## src/rtl/inhibit_driver_sequencer.sv

```systemverilog
// Write-side inhibit driver sequencer for bit columns 6, 9, 12 and 14 across eight core modules.
// Latches the addressed side's buffer bits and runs a SETUP / INHIBIT / RECOVER drive cycle.
module inhibit_driver_sequencer #(
    parameter int IH_CYCLES = 4,
    parameter int RC_CYCLES = 2
) (
    input  logic       SIM_CLK,
    input  logic       SIM_RST,
    input  logic       V1,
    input  logic       WRQ,
    input  logic [2:0] MA,
    input  logic       BRA6,
    input  logic       BRA9,
    input  logic       BRA12,
    input  logic       BRA14,
    input  logic       BRB6,
    input  logic       BRB9,
    input  logic       BRB12,
    input  logic       BRB14,
    output logic       IHA6,
    output logic       IHA9,
    output logic       IHA12,
    output logic       IHA14,
    output logic       IHB6,
    output logic       IHB9,
    output logic       IHB12,
    output logic       IHB14,
    output logic [7:0] MWE,
    output logic       BUSY,
    output logic       WDONE
);

    typedef enum logic [1:0] {
        ST_IDLE    = 2'd0,
        ST_SETUP   = 2'd1,
        ST_INHIBIT = 2'd2,
        ST_RECOVER = 2'd3
    } state_t;

    localparam logic [3:0] IH_LOAD = 4'(IH_CYCLES - 1);
    localparam logic [3:0] RC_LOAD = 4'(RC_CYCLES - 1);

    // Odd module addresses are served by the B-side buffer register.
    function automatic logic [3:0] select_side(input logic odd, input logic [3:0] a_bits,
                                               input logic [3:0] b_bits);
        return odd ? b_bits : a_bits;
    endfunction

    function automatic logic [7:0] decode_module(input logic [2:0] addr);
        return 8'h01 << addr;
    endfunction

    state_t     state_r;
    logic [3:0] cnt_r;
    logic       side_r;
    logic [3:0] data_r;
    logic [3:0] iha_r;
    logic [3:0] ihb_r;
    logic [7:0] mwe_r;
    logic       busy_r;
    logic       wdone_r;
    logic [3:0] bra_s;
    logic [3:0] brb_s;

    // Bit order within the packed vectors is {14, 12, 9, 6}.
    assign bra_s = {BRA14, BRA12, BRA9, BRA6};
    assign brb_s = {BRB14, BRB12, BRB9, BRB6};

    assign {IHA14, IHA12, IHA9, IHA6} = iha_r;
    assign {IHB14, IHB12, IHB9, IHB6} = ihb_r;
    assign MWE   = mwe_r;
    assign BUSY  = busy_r;
    assign WDONE = wdone_r;

    // Sequencer state, drive timing and registered outputs.
    always_ff @(posedge SIM_CLK or posedge SIM_RST) begin
        if (SIM_RST) begin
            state_r <= ST_IDLE;
            cnt_r   <= 4'd0;
            side_r  <= 1'b0;
            data_r  <= 4'd0;
            iha_r   <= 4'd0;
            ihb_r   <= 4'd0;
            mwe_r   <= 8'd0;
            busy_r  <= 1'b0;
            wdone_r <= 1'b0;
        end else begin
            case (state_r)
                ST_IDLE: begin
                    iha_r   <= 4'd0;
                    ihb_r   <= 4'd0;
                    wdone_r <= 1'b0;
                    if (WRQ && V1) begin
                        state_r <= ST_SETUP;
                        side_r  <= MA[0];
                        data_r  <= select_side(MA[0], bra_s, brb_s);
                        mwe_r   <= decode_module(MA);
                        busy_r  <= 1'b1;
                    end else begin
                        mwe_r  <= 8'd0;
                        busy_r <= 1'b0;
                    end
                end
                ST_SETUP: begin
                    if (!V1) begin
                        state_r <= ST_RECOVER;
                        cnt_r   <= RC_LOAD;
                        mwe_r   <= 8'd0;
                        iha_r   <= 4'd0;
                        ihb_r   <= 4'd0;
                        wdone_r <= (RC_LOAD == 4'd0);
                    end else begin
                        state_r <= ST_INHIBIT;
                        cnt_r   <= IH_LOAD;
                        // Inhibit current writes a 0, so drive is the inverse of the stored bit.
                        if (side_r) begin
                            ihb_r <= ~data_r;
                        end else begin
                            iha_r <= ~data_r;
                        end
                    end
                end
                ST_INHIBIT: begin
                    if (!V1 || cnt_r == 4'd0) begin
                        state_r <= ST_RECOVER;
                        cnt_r   <= RC_LOAD;
                        mwe_r   <= 8'd0;
                        iha_r   <= 4'd0;
                        ihb_r   <= 4'd0;
                        wdone_r <= (RC_LOAD == 4'd0);
                    end else begin
                        cnt_r <= cnt_r - 4'd1;
                    end
                end
                ST_RECOVER: begin
                    if (cnt_r == 4'd0) begin
                        state_r <= ST_IDLE;
                        busy_r  <= 1'b0;
                        wdone_r <= 1'b0;
                    end else begin
                        cnt_r   <= cnt_r - 4'd1;
                        wdone_r <= (cnt_r == 4'd1);
                    end
                end
                default: begin
                    state_r <= ST_IDLE;
                    cnt_r   <= 4'd0;
                    iha_r   <= 4'd0;
                    ihb_r   <= 4'd0;
                    mwe_r   <= 8'd0;
                    busy_r  <= 1'b0;
                    wdone_r <= 1'b0;
                end
            endcase
        end
    end

endmodule

```

## config.mk

```make
export PLATFORM = sky130hd
export DESIGN_NAME = inhibit_driver_sequencer
export DESIGN_NICKNAME = d
export VERILOG_FILES = /design/src/rtl/inhibit_driver_sequencer.sv
export SDC_FILE = /design/constraint.sdc
export NUM_CORES = 1
export LEC_CHECK = 0
export CELL_PAD_IN_SITES_DETAIL_PLACEMENT = 0
export CELL_PAD_IN_SITES_GLOBAL_PLACEMENT = 1
export CORE_MARGIN = 4
export CORE_UTILIZATION = 35
export DETAILED_ROUTE_END_ITERATION = 10
export PLACE_DENSITY = 0.86
export RECOVER_POWER = 50
export SLEW_MARGIN = 20
export SYNTH_ARGS = -nofsm -noshare
export SYNTH_HDL_FRONTEND = slang
export SYNTH_SLANG_ARGS = --single-unit
```

## constraint.sdc

```tcl
create_clock -name SIM_CLK -period 1.8 [get_ports SIM_CLK]
set_input_delay 0.54 -clock SIM_CLK [delete_from_list [all_inputs] [get_ports SIM_CLK]]
set_output_delay 0.54 -clock SIM_CLK [all_outputs]
set_load 0.005 [all_outputs]
```

* Yosys cells after proc, flatten, opt, wreduce, memory -nomap -nowiden
Index checks and enable logic that the tools add are counted.
** Operators by class
- Shift-type cells :: 1
- Add/subtract/negate cells :: 1
- Mux-type cells :: 28
- Equal/unequal tests :: 11
- Reductions and logical operators :: 16
- Bitwise operators :: 1
** Operators with widths (number)
- case mux 4 bit (3 select lines) :: 3
- two-way mux 4 bit :: 8
- two-way mux 8 bit :: 3
- case mux 8 bit (3 select lines) :: 1
- AND reduction 3 bit :: 4
- inequality test 2 bit, second input constant :: 5
- two-way mux 2 bit :: 4
- case mux 2 bit (4 select lines) :: 1
- AND reduction 2 bit :: 4
- left shift 1 x 3 -> 8 bit, first input constant :: 1
- two-way mux 1 bit :: 6
- inequality test 3 bit, second input constant :: 2
- nonzero test 3 bit :: 2
- == test 2 bit, second input constant :: 2
- == test 4 x 1 -> 1 bit, second input constant :: 1
- zero test 4 bit :: 1
- inverter 4 bit :: 1
- case mux 1 bit (4 select lines) :: 1
- subtractor 4 x 1 -> 4 bit, second input constant :: 1
- == test 2 x 1 -> 1 bit, second input constant :: 1
- zero test 2 bit :: 1
- case mux 1 bit (2 select lines) :: 1
- nonzero test 2 bit :: 1
- logical AND 1 bit :: 1
- other kinds (2) :: 2
** Storage, ports and cells
- Output and inout bits :: 18
- Logic and storage cells :: 67
- Input port bits :: 15
- Bits in registers :: 29

* Logic depth before layout (Yosys ltp)
Gate-level depths: netlist of the first run.
- Depth after elaboration :: 4
- Depth in mapped cells :: 5
- Mapped depth without buffers :: 5

* Least setup slack after synthesis of the first run
No wires, ideal clock.
- Kind :: register to register
- Start point :: register cnt_r[0]
- End point :: register mwe_r[0] (netlist: MWE[0])
- Data required time :: 1675 ps
- Data arrival time :: 1753 ps
- Stages on the path, launching flop included :: 6
- Path slack :: -77 ps
- Period minus slack after synthesis :: 1877 ps
- Library setup time :: 125 ps
- Cell sequence :: dfrtp_1 -> inv_1 -> ha_1 -> or4b_4 -> a21oi_4 -> mux2_2
** On the way
- Longest elaborated chain between the ends :: 4
** RTL lines
- start: declaration :: RTL line 54 : logic [3:0] cnt_r;
- start signal: assignment :: RTL line 132 : cnt_r <= cnt_r - 4'd1;
- start signal: assignment :: RTL line 141 : cnt_r <= cnt_r - 4'd1;
- zero test 4 bit :: RTL line 124 : if (!V1 || cnt_r == 4'd0) begin
- logical OR 1 bit :: RTL line 124
- inequality test 2 bit (no line)
- AND reduction 3 bit (no line)
- end signal: assignment :: RTL line 97 : mwe_r <= decode_module(MA);
- end: declaration :: RTL line 59 : logic [7:0] mwe_r;
No other way between the ends.
A chain may end at the register's enable or synchronous reset.

* Worst setup path in the final report of the first run
- Start point :: register state_r[0]
- End point :: register mwe_r[4] (netlist: MWE[4])
** On the way
- Longest elaborated chain between the ends :: 3
- Elaborated cells between the ends (all ways) :: 8
- Classes of those cells :: eq/ne: 4; mux: 1; reduce/logical: 3
** RTL lines
- start: declaration :: RTL line 53 : state_t state_r;
- start signal: assignment :: RTL line 78 : state_r <= ST_IDLE;
- start signal: assignment :: RTL line 94 : state_r <= ST_SETUP;
- start signal: assignment :: RTL line 106 : state_r <= ST_RECOVER;
- == test 2 bit, or another cell as far along :: RTL line 88 : case (state_r)
- inequality test 2 bit (no line) or nonzero test 3 bit (tied branches)
- AND reduction 3 bit (no line)
Parallel ways exist; a longest one is shown, timed or not.

==> run_results.csv, run 1 <==
group,metric,value,unit
cts,clk_pin_slew,0.06,ns
timing,slew_headroom,53.6,%
die,die_x,74.2,µm
die,rows,23,
timing,setup_tns,-0.464,ns
logic_synthesis,yosys_warnings,0,
cts,clock_latency,0.28,ns
layout,final_util,55.8,%
logic_synthesis,yosys_register_bits,29,
pwr,clock_power_share,15.0,%
logic_synthesis,ys_types,40,
cts,clockBufferDepth,2,
logic_synthesis,synth-edff-count,0,
critical_path,cp_data_required_time,1.96,ns
logic_synthesis,syn_nets,163,
cts,clock_sinks,29,
pwr,seqPwrFrac,30.4,%
drt,routed_via_density,5.36,
drt,drt-pass1-iter-count,4,
logic_synthesis,yosysSeqAreaShare,47.3,%
die,die_area,0.00550,mm²
pwr,power_density,1500,mW/mm²
placement,dpl_cell_area,0.00206,mm²
timing,hold_viol,0,
placement,placedCellCount,240,
layout,drive_gt1_share,31.9,%
drt,antenna_left,0,
cts,cts_tree,"done",
global_route,grt_max_degree,30,
pwr,intPower,2.15,mW
die,initial_utilization,37.2,%
placement,dpl.hpwl,2830,µm
layout,fin_nets,225,
pwr,combPwrFrac,54.6,%
drt,wl_per_cell,15.3,µm
drt,vias,1362,
placement,io_buffer_count,32,
timing,max_freq,535,MHz
timing,slew_viol_final,0,
cts,numCtsBuffers,5,
critical_path,cp-end-kind,"flop",
global_route,gr-total-overflow,0,
drt,drc,0,
global_route,globalRouteMet3Util,4.46,%
global_route,met2_usage,26.4,%
timing,finalWorstSetupSlack,-0.0698,ns
critical_path,startpoint_type,"flop",
pwr,max-vdd-ir-drop,767,µV
layout,ff_latch_area,727,µm²
logic_synthesis,avgSynthCellArea,10.9,µm²
global_route,gr-max-usage-layer,"met2",
timing,setup_viol,8,
status,status,"finished, violations left",
pwr,leakage,1.03,nW
pwr,switchingPower,1.30,mW
layout,multi_input_area,831,µm²
layout,antennaDiodeCount,0,
timing,rsz0062_at_grt,"yes",
logic_synthesis,synth-main-ff-cell,"dfrtp_1",
status,violations,"setup timing",
timing,min_period,1.87,ns
critical_path,crit_fanout,8,
layout,instances_no_fill,254,
pwr,switching_share,37.7,%
critical_path,arrival,2.03,ns
global_route,grtUsageTotal,15.3,%
critical_path,critPathKind,"reg -> reg",
timing,finalCritPeriodShare,104,%
logic_synthesis,syn_area,0.00153,mm²
layout,stdcell_area,0.00230,mm²
timing,skew,0.00699,ns
die,core,0.00412,mm²
die,die_y,74.2,µm
drt,drt_iter0_drc,90,
pwr,total_power,3.45,mW
global_route,grtUsageMet1,17.5,%
logic_synthesis,async_flop_share,100,%
cts,htreeDepth,2,
placement,gp_congestion,0.837,
layout,synthToLayoutAreaGrowth,49.8,%
run,cap_violations,0,
cts,root_buffer,"clkbuf_8",
worst_hold_path,hold_class,"reg -> reg",
timing,tightest_slew,0.696,ns
global_route,grt_first_pass_wirelength,6360,µm
layout,nFillCells,325,
global_route,antenna_found_initial,0,
drt,wirelength,3890,µm
logic_synthesis,syn_inst,141,
die,io_pins,33,
global_route,grt_pass1_vias,1419,
metrics by stage:
step | hold WS [ns] | setup WS (ns)
final | 0.503 | -0.0698
after global routing | 0.526 | -0.140
after CTS | 0.508 | -0.0925
after detailed placement | 0.494 | -0.247
after global placement | 0.483 | -0.206
after floorplan | 0.471 | -0.0674
final timing paths:
check,from,end,slack (ns),depth (start not counted)
min reg2reg,WDONE$_DFFE_PP0P_,WDONE$_DFFE_PP0P_,0.50,2
max,state_r[0]$_DFFE_PP0P_,MWE[4]$_DFFE_PP0P_,-0.07,5
max reg2reg,state_r[0]$_DFFE_PP0P_,MWE[4]$_DFFE_PP0P_,-0.07,5
min in group asynchronous,SIM_RST,side_r$_DFFE_PP0P_,0.89,3
max in group asynchronous,SIM_RST,cnt_r[2]$_DFFE_PP0P_,0.42,3
min,WDONE$_DFFE_PP0P_,WDONE$_DFFE_PP0P_,0.50,2
metal layers:
metal / up-vias / share of wire, %
met5: - / 0
met4: 0 / 1.6
met1: 669 / 42
li1: 652 / -
met2: 37 / 51
met3: 4 / 5.1
repair_timing:
item,CTS,global route
gates resized for setup,8,17
pin swaps,1,5
setup buffers,3,3
setup endpoints to repair,14,20
hold buffers,0,0
registers in the layout, summed over array words and instances, names as in the netlist:
register,flops
state_r,2
MWE,8
cnt_r,4
WDONE,1
ihb_r,4
BUSY,1
data_r,4
side_r,1
iha_r,4
cell usage in the layout, fill, tap and decap left out, drive strengths merged, types with 4 or more instances in the layout:
cell / n
mux2: 11
clkdlybuf4s50: 31
o32ai: 4
clkbuf: 6
nand2: 9
dfrtp: 29
ha: 7
mux2i: 4
nand3: 5
o21ai: 7
buf: 27
a22o: 5
a21oi: 6
nor3: 6
inv: 12
final cells by class:
| class | count | share of cell area (%) |
|---|---|---|
| clock buffers | 5 | 3.00 |
| flip-flops and latches | 29 | 31.7 |
| multi-input cells | 95 | 36.2 |
| well taps | 50 | 2.72 |
| clock inverters | 3 | 0.763 |
| inverters | 12 | 1.96 |
| repair buffers | 60 | 23.7 |
cell families (layout without fill, tap and decap cells):
group	count (synthesis)	count (layout)	share of synthesized area, %
AND/OR/NAND/NOR	39	39	15.4
AO/OA/AOI/OAI	34	34	16.1
flip-flops	29	29	47.3
buffers and inverters	17	80	4.73
multiplexers	15	15	10.7
adder cells (fa/ha/maj)	7	7	5.71
cells in the mapped netlist (2+ instances only):
library cell	instances	area, µm²
dfrtp_1	29	726
inv_1	12	45.0
mux2_2	10	113
nand2_1	9	33.8
ha_1	7	87.6
o21ai_0	7	35.0
nor3_1	6	30.0
a21oi_1	5	25.0
a22o_1	5	43.8
nand3_1	5	25.0
mux2i_1	4	40.0
o32ai_1	4	35.0
clkbuf_1	3	11.3
nor2_1	3	11.3
nor3b_1	3	22.5
a211oi_1	2	15.0
a31oi_1	2	12.5
and3_1	2	12.5
and3b_1	2	17.5
power groups by stage:
stage | sequential [mW] | clock (mW) | combinational [mW]
6_report | 1.05 | 0.517 | 1.88
2_1_floorplan | 0.989 | 0 | 0.916
4_1_cts | 1.03 | 0.530 | 1.69
5_1_grt | 1.07 | 0.557 | 2.06
3_3_place_gp | 1.02 | 0 | 1.48
3_5_place_dp | 1.04 | 0 | 1.52
critical path: stages (launching register included):
cell and delay [ns]:
dfrtp_1 0.41, ha_2 0.21, or4b_4 0.51, a21oi_4 0.16
buf_12 0.14, mux2_2 0.32
(Power assumes the default switching activity.)
==> inputs of run 2 (changes only) <==
--- a/config.mk
+++ b/config.mk
@@ -10,6 +10,7 @@
 export CORE_MARGIN = 4
 export CORE_UTILIZATION = 35
 export DETAILED_ROUTE_END_ITERATION = 10
+export GPL_ROUTABILITY_DRIVEN = 0
 export PLACE_DENSITY = 0.86
 export RECOVER_POWER = 50
 export SLEW_MARGIN = 20
==> results of run 2 <==
Same layout as run 1: the final DEF is identical, and so are final timing and power.
==> inputs of run 3 (changes only) <==
--- a/config.mk
+++ b/config.mk
@@ -5,13 +5,15 @@
 export SDC_FILE = /design/constraint.sdc
 export NUM_CORES = 1
 export LEC_CHECK = 0
+export ABC_AREA = 1
 export CELL_PAD_IN_SITES_DETAIL_PLACEMENT = 0
 export CELL_PAD_IN_SITES_GLOBAL_PLACEMENT = 1
 export CORE_MARGIN = 4
-export CORE_UTILIZATION = 35
+export CORE_UTILIZATION = 33
 export DETAILED_ROUTE_END_ITERATION = 10
 export GPL_ROUTABILITY_DRIVEN = 0
-export PLACE_DENSITY = 0.86
+export GPL_TIMING_DRIVEN = 0
+export PLACE_DENSITY = 0.85
 export RECOVER_POWER = 50
 export SLEW_MARGIN = 20
 export SYNTH_ARGS = -nofsm -noshare
==> run 3 against run 2 <==
Against the previous run:
- the run now ends clean
- setup slack gained 0.16 ns
- power shrank 12%
- synthesized area increased by 4.3%
- sequential power decreased by 4%
- via count down 2.9%
- design area fell by 9.5%
- register-to-register slack improved by 0.29 ns
- combinational power fell by 30%
- maximum frequency up 9.1%
- critical path depth down 4
- critical path type is now reg -> out
- largest power group unchanged
==> run_results.csv, run 3 <==
group,metric,value,unit
cts,cts_setup_buffers,0,
timing,min_period,1.71,ns
die,io_pins,33,
timing,skew,0.00646,ns
layout,stdcell_area,0.00208,mm²
global_route,grt_first_pass_wirelength,5780,µm
drt,routed_via_density,4.41,
timing,hold_slack,0.478,ns
cts,clock_latency,0.28,ns
layout,fin_nets,254,
layout,final_util,44.0,%
logic_synthesis,yosysSeqAreaShare,45.4,%
logic_synthesis,async_flop_share,100,%
cts,clockBufferDepth,2,
critical_path,critical_path_buf_inv_count,1,
critical_path,r2r_cells,6,
placement,dpl.hpwl,2450,µm
cts,htreeDepth,2,
timing,setup_tns,0,ns
timing,slew_viol_final,0,
cts,cts_tree,"done",
critical_path,cp_slowest_stage_delay,0.52,ns
drt,drt-pass1-iter-count,4,
pwr,total_power,3.02,mW
timing,rsz0062_at_grt,"no",
critical_path,cp_data_required_time,1.26,ns
layout,final_common_cell,"nand2_1",
drt,dr_wl_met2,1430,µm
critical_path,cp_slowest_cell,"clkdlybuf4s50_1",
drt,met3WireLength,166,µm
critical_path,cp-end-kind,"output port",
logic_synthesis,synth.most_common_cell,"nand2_1",
critical_path,crit_fanout,2,
pwr,power_density,1450,mW/mm²
die,rows,25,
global_route,antenna_found_initial,0,
timing,tightest_slew,1.09,ns
logic_synthesis,yosys_register_bits,29,
drt,top_layer,"met4",
timing,setup_viol,0,
global_route,grt_pass1_vias,1310,
cts,clk_pin_slew,0.06,ns
pwr,leakage,1.02,nW
drt,wl_met1,1610,µm
logic_synthesis,synth.area.top_cells,"dfrtp_1 (45%), nand2_1 (15%), ha_1 (5.5%)",
critical_path,startpoint_type,"flop",
logic_synthesis,avgSynthCellArea,8.20,µm²
global_route,gr-total-overflow,0,
layout,nFillCells,465,
drt,vias,1322,
critical_path,critPathKind,"reg -> out",
die,die_area,0.00602,mm²
drt,antenna_left,0,
global_route,grt_max_degree,30,
status,status,"complete, no violations",
placement,dpl_cell_area,0.00198,mm²
logic_synthesis,syn_nets,217,
die,die_y,77.6,µm
cts,hold_buffers,0,
critical_path,cp.depth,1,
die,die_x,77.6,µm
drt,drc,0,
cts,clock_sinks,29,
layout,drive_gt1_share,10.7,%
logic_synthesis,ys_types,24,
worst_hold_path,hold_class,"reg -> reg",
layout,largest_reg_flops,8,
cts,cts.repair.resized,0,
worst_hold_path,min_path_cells,2,
critical_path,arrival,1.17,ns
die,initial_utilization,33.9,%
pwr,max-vdd-ir-drop,504,µV
run,cap_violations,0,
critical_path,critPathTopFamily,"buffers and inverters",
logic_synthesis,yosys_warnings,0,
layout,final_cell_mix,"nand2_1 (67), clkdlybuf4s50_1 (30), dfrtp_1 (29), inv_1 (20), nand3_1 (16)",
layout,antennaDiodeCount,0,
logic_synthesis,synth_common_cells,"nand2_1 (65), dfrtp_1 (29), inv_1 (19)",
logic_synthesis,syn_area,0.00160,mm²
critical_path,r2r_setup_slack,0.22,ns
drt,wirelength,3270,µm
global_route,grtUsageTotal,12.0,%
cts,numCtsBuffers,5,
placement,io_buffer_count,30,
logic_synthesis,synth-edff-count,0,
logic_synthesis,synth_top_area_share,45.4,%
timing,finalCritPeriodShare,95.2,%
drt,drt_iter0_drc,51,
logic_synthesis,synth-main-ff-cell,"dfrtp_1",
timing,slew_headroom,27.1,%
die,core,0.00472,mm²
layout,synthToLayoutAreaGrowth,30.0,%
logic_synthesis,synth_area_leader_cell,"dfrtp_1",
logic_synthesis,syn_inst,195,
cts,root_buffer,"clkbuf_8",
timing,hold_viol,0,
critical_path,path_cells,"clkdlybuf4s50_1",
drt,wl_per_cell,10.9,µm
timing,max_freq,583,MHz
==> run 3: cell types whose count changed in the layout (fill, tap and decap cells not counted), moves of 4 or more <==
cell,before,now
inv_1,9,20
nand2_1,9,67
a22o_1,5,0
nor2_1,3,14
nand4_1,0,4
o32ai_1,4,0
mux2i_1,4,0
mux2_2,7,0
nand3_1,5,16
buf_4,25,0
==> run 3: per-stage QoR <==
step / setup slack (ns) / std cells
2_1_floorplan: 0.494 / 195
3_3_place_gp: -0.131 / 292
3_5_place_dp: 0.0618 / 292
4_1_cts: 0.0701 / 300
5_1_grt: 0.0339 / 300
6_report: 0.0862 / 300
==> run 3: layout make-up <==
cell class	instances	area [µm²]	area share (%)
plain buffers	4	32.5	1.57
clock buffers	7	86.3	4.15
clock inverters	1	30.0	1.44
inverters	21	81.3	3.91
multi-input cells	141	738	35.5
flip-flops and latches	29	726	34.9
well taps	67	83.8	4.03
repair buffers	30	300	14.4
==> run 3: power by group <==
group	leakage [nW]	internal [mW]	switching (mW)
combinational	0.579	0.554	0.759
sequential	0.378	0.856	0.151
clock	0.0585	0.451	0.249
==> run 3: final timing paths <==
path | to | start
min reg2reg | iha_r[2]$_DFFE_PP0P_ | iha_r[2]$_DFFE_PP0P_
max | MWE[3] | MWE[3]$_DFFE_PP0P_
min in group asynchronous | cnt_r[3]$_DFFE_PP0P_ | SIM_RST
max reg2reg | data_r[1]$_DFFE_PP0P_ | state_r[0]$_DFFE_PP0P_
min | iha_r[2]$_DFFE_PP0P_ | iha_r[2]$_DFFE_PP0P_
max in group asynchronous | iha_r[2]$_DFFE_PP0P_ | SIM_RST
==> run 3: metal layers <==
layer	track usage, %	vias up
met4	4.80	0
met5	0	-
met1	15.8	593
li1	-	696
met2	18.3	28
met3	3.60	5
==> run 3: cell families (layout without fill, tap and decap cells) <==
| kind of cell | Yosys count | count (layout) | synth area share [%] |
|---|---|---|---|
| adders and majority gates | 7 | 7 | 5.48 |
| and+or+nand+nor | 117 | 117 | 35.0 |
| buffers and inverters | 25 | 63 | 7.51 |
| DFF | 29 | 29 | 45.4 |
| AOI/OAI and AO/OA | 17 | 17 | 6.65 |
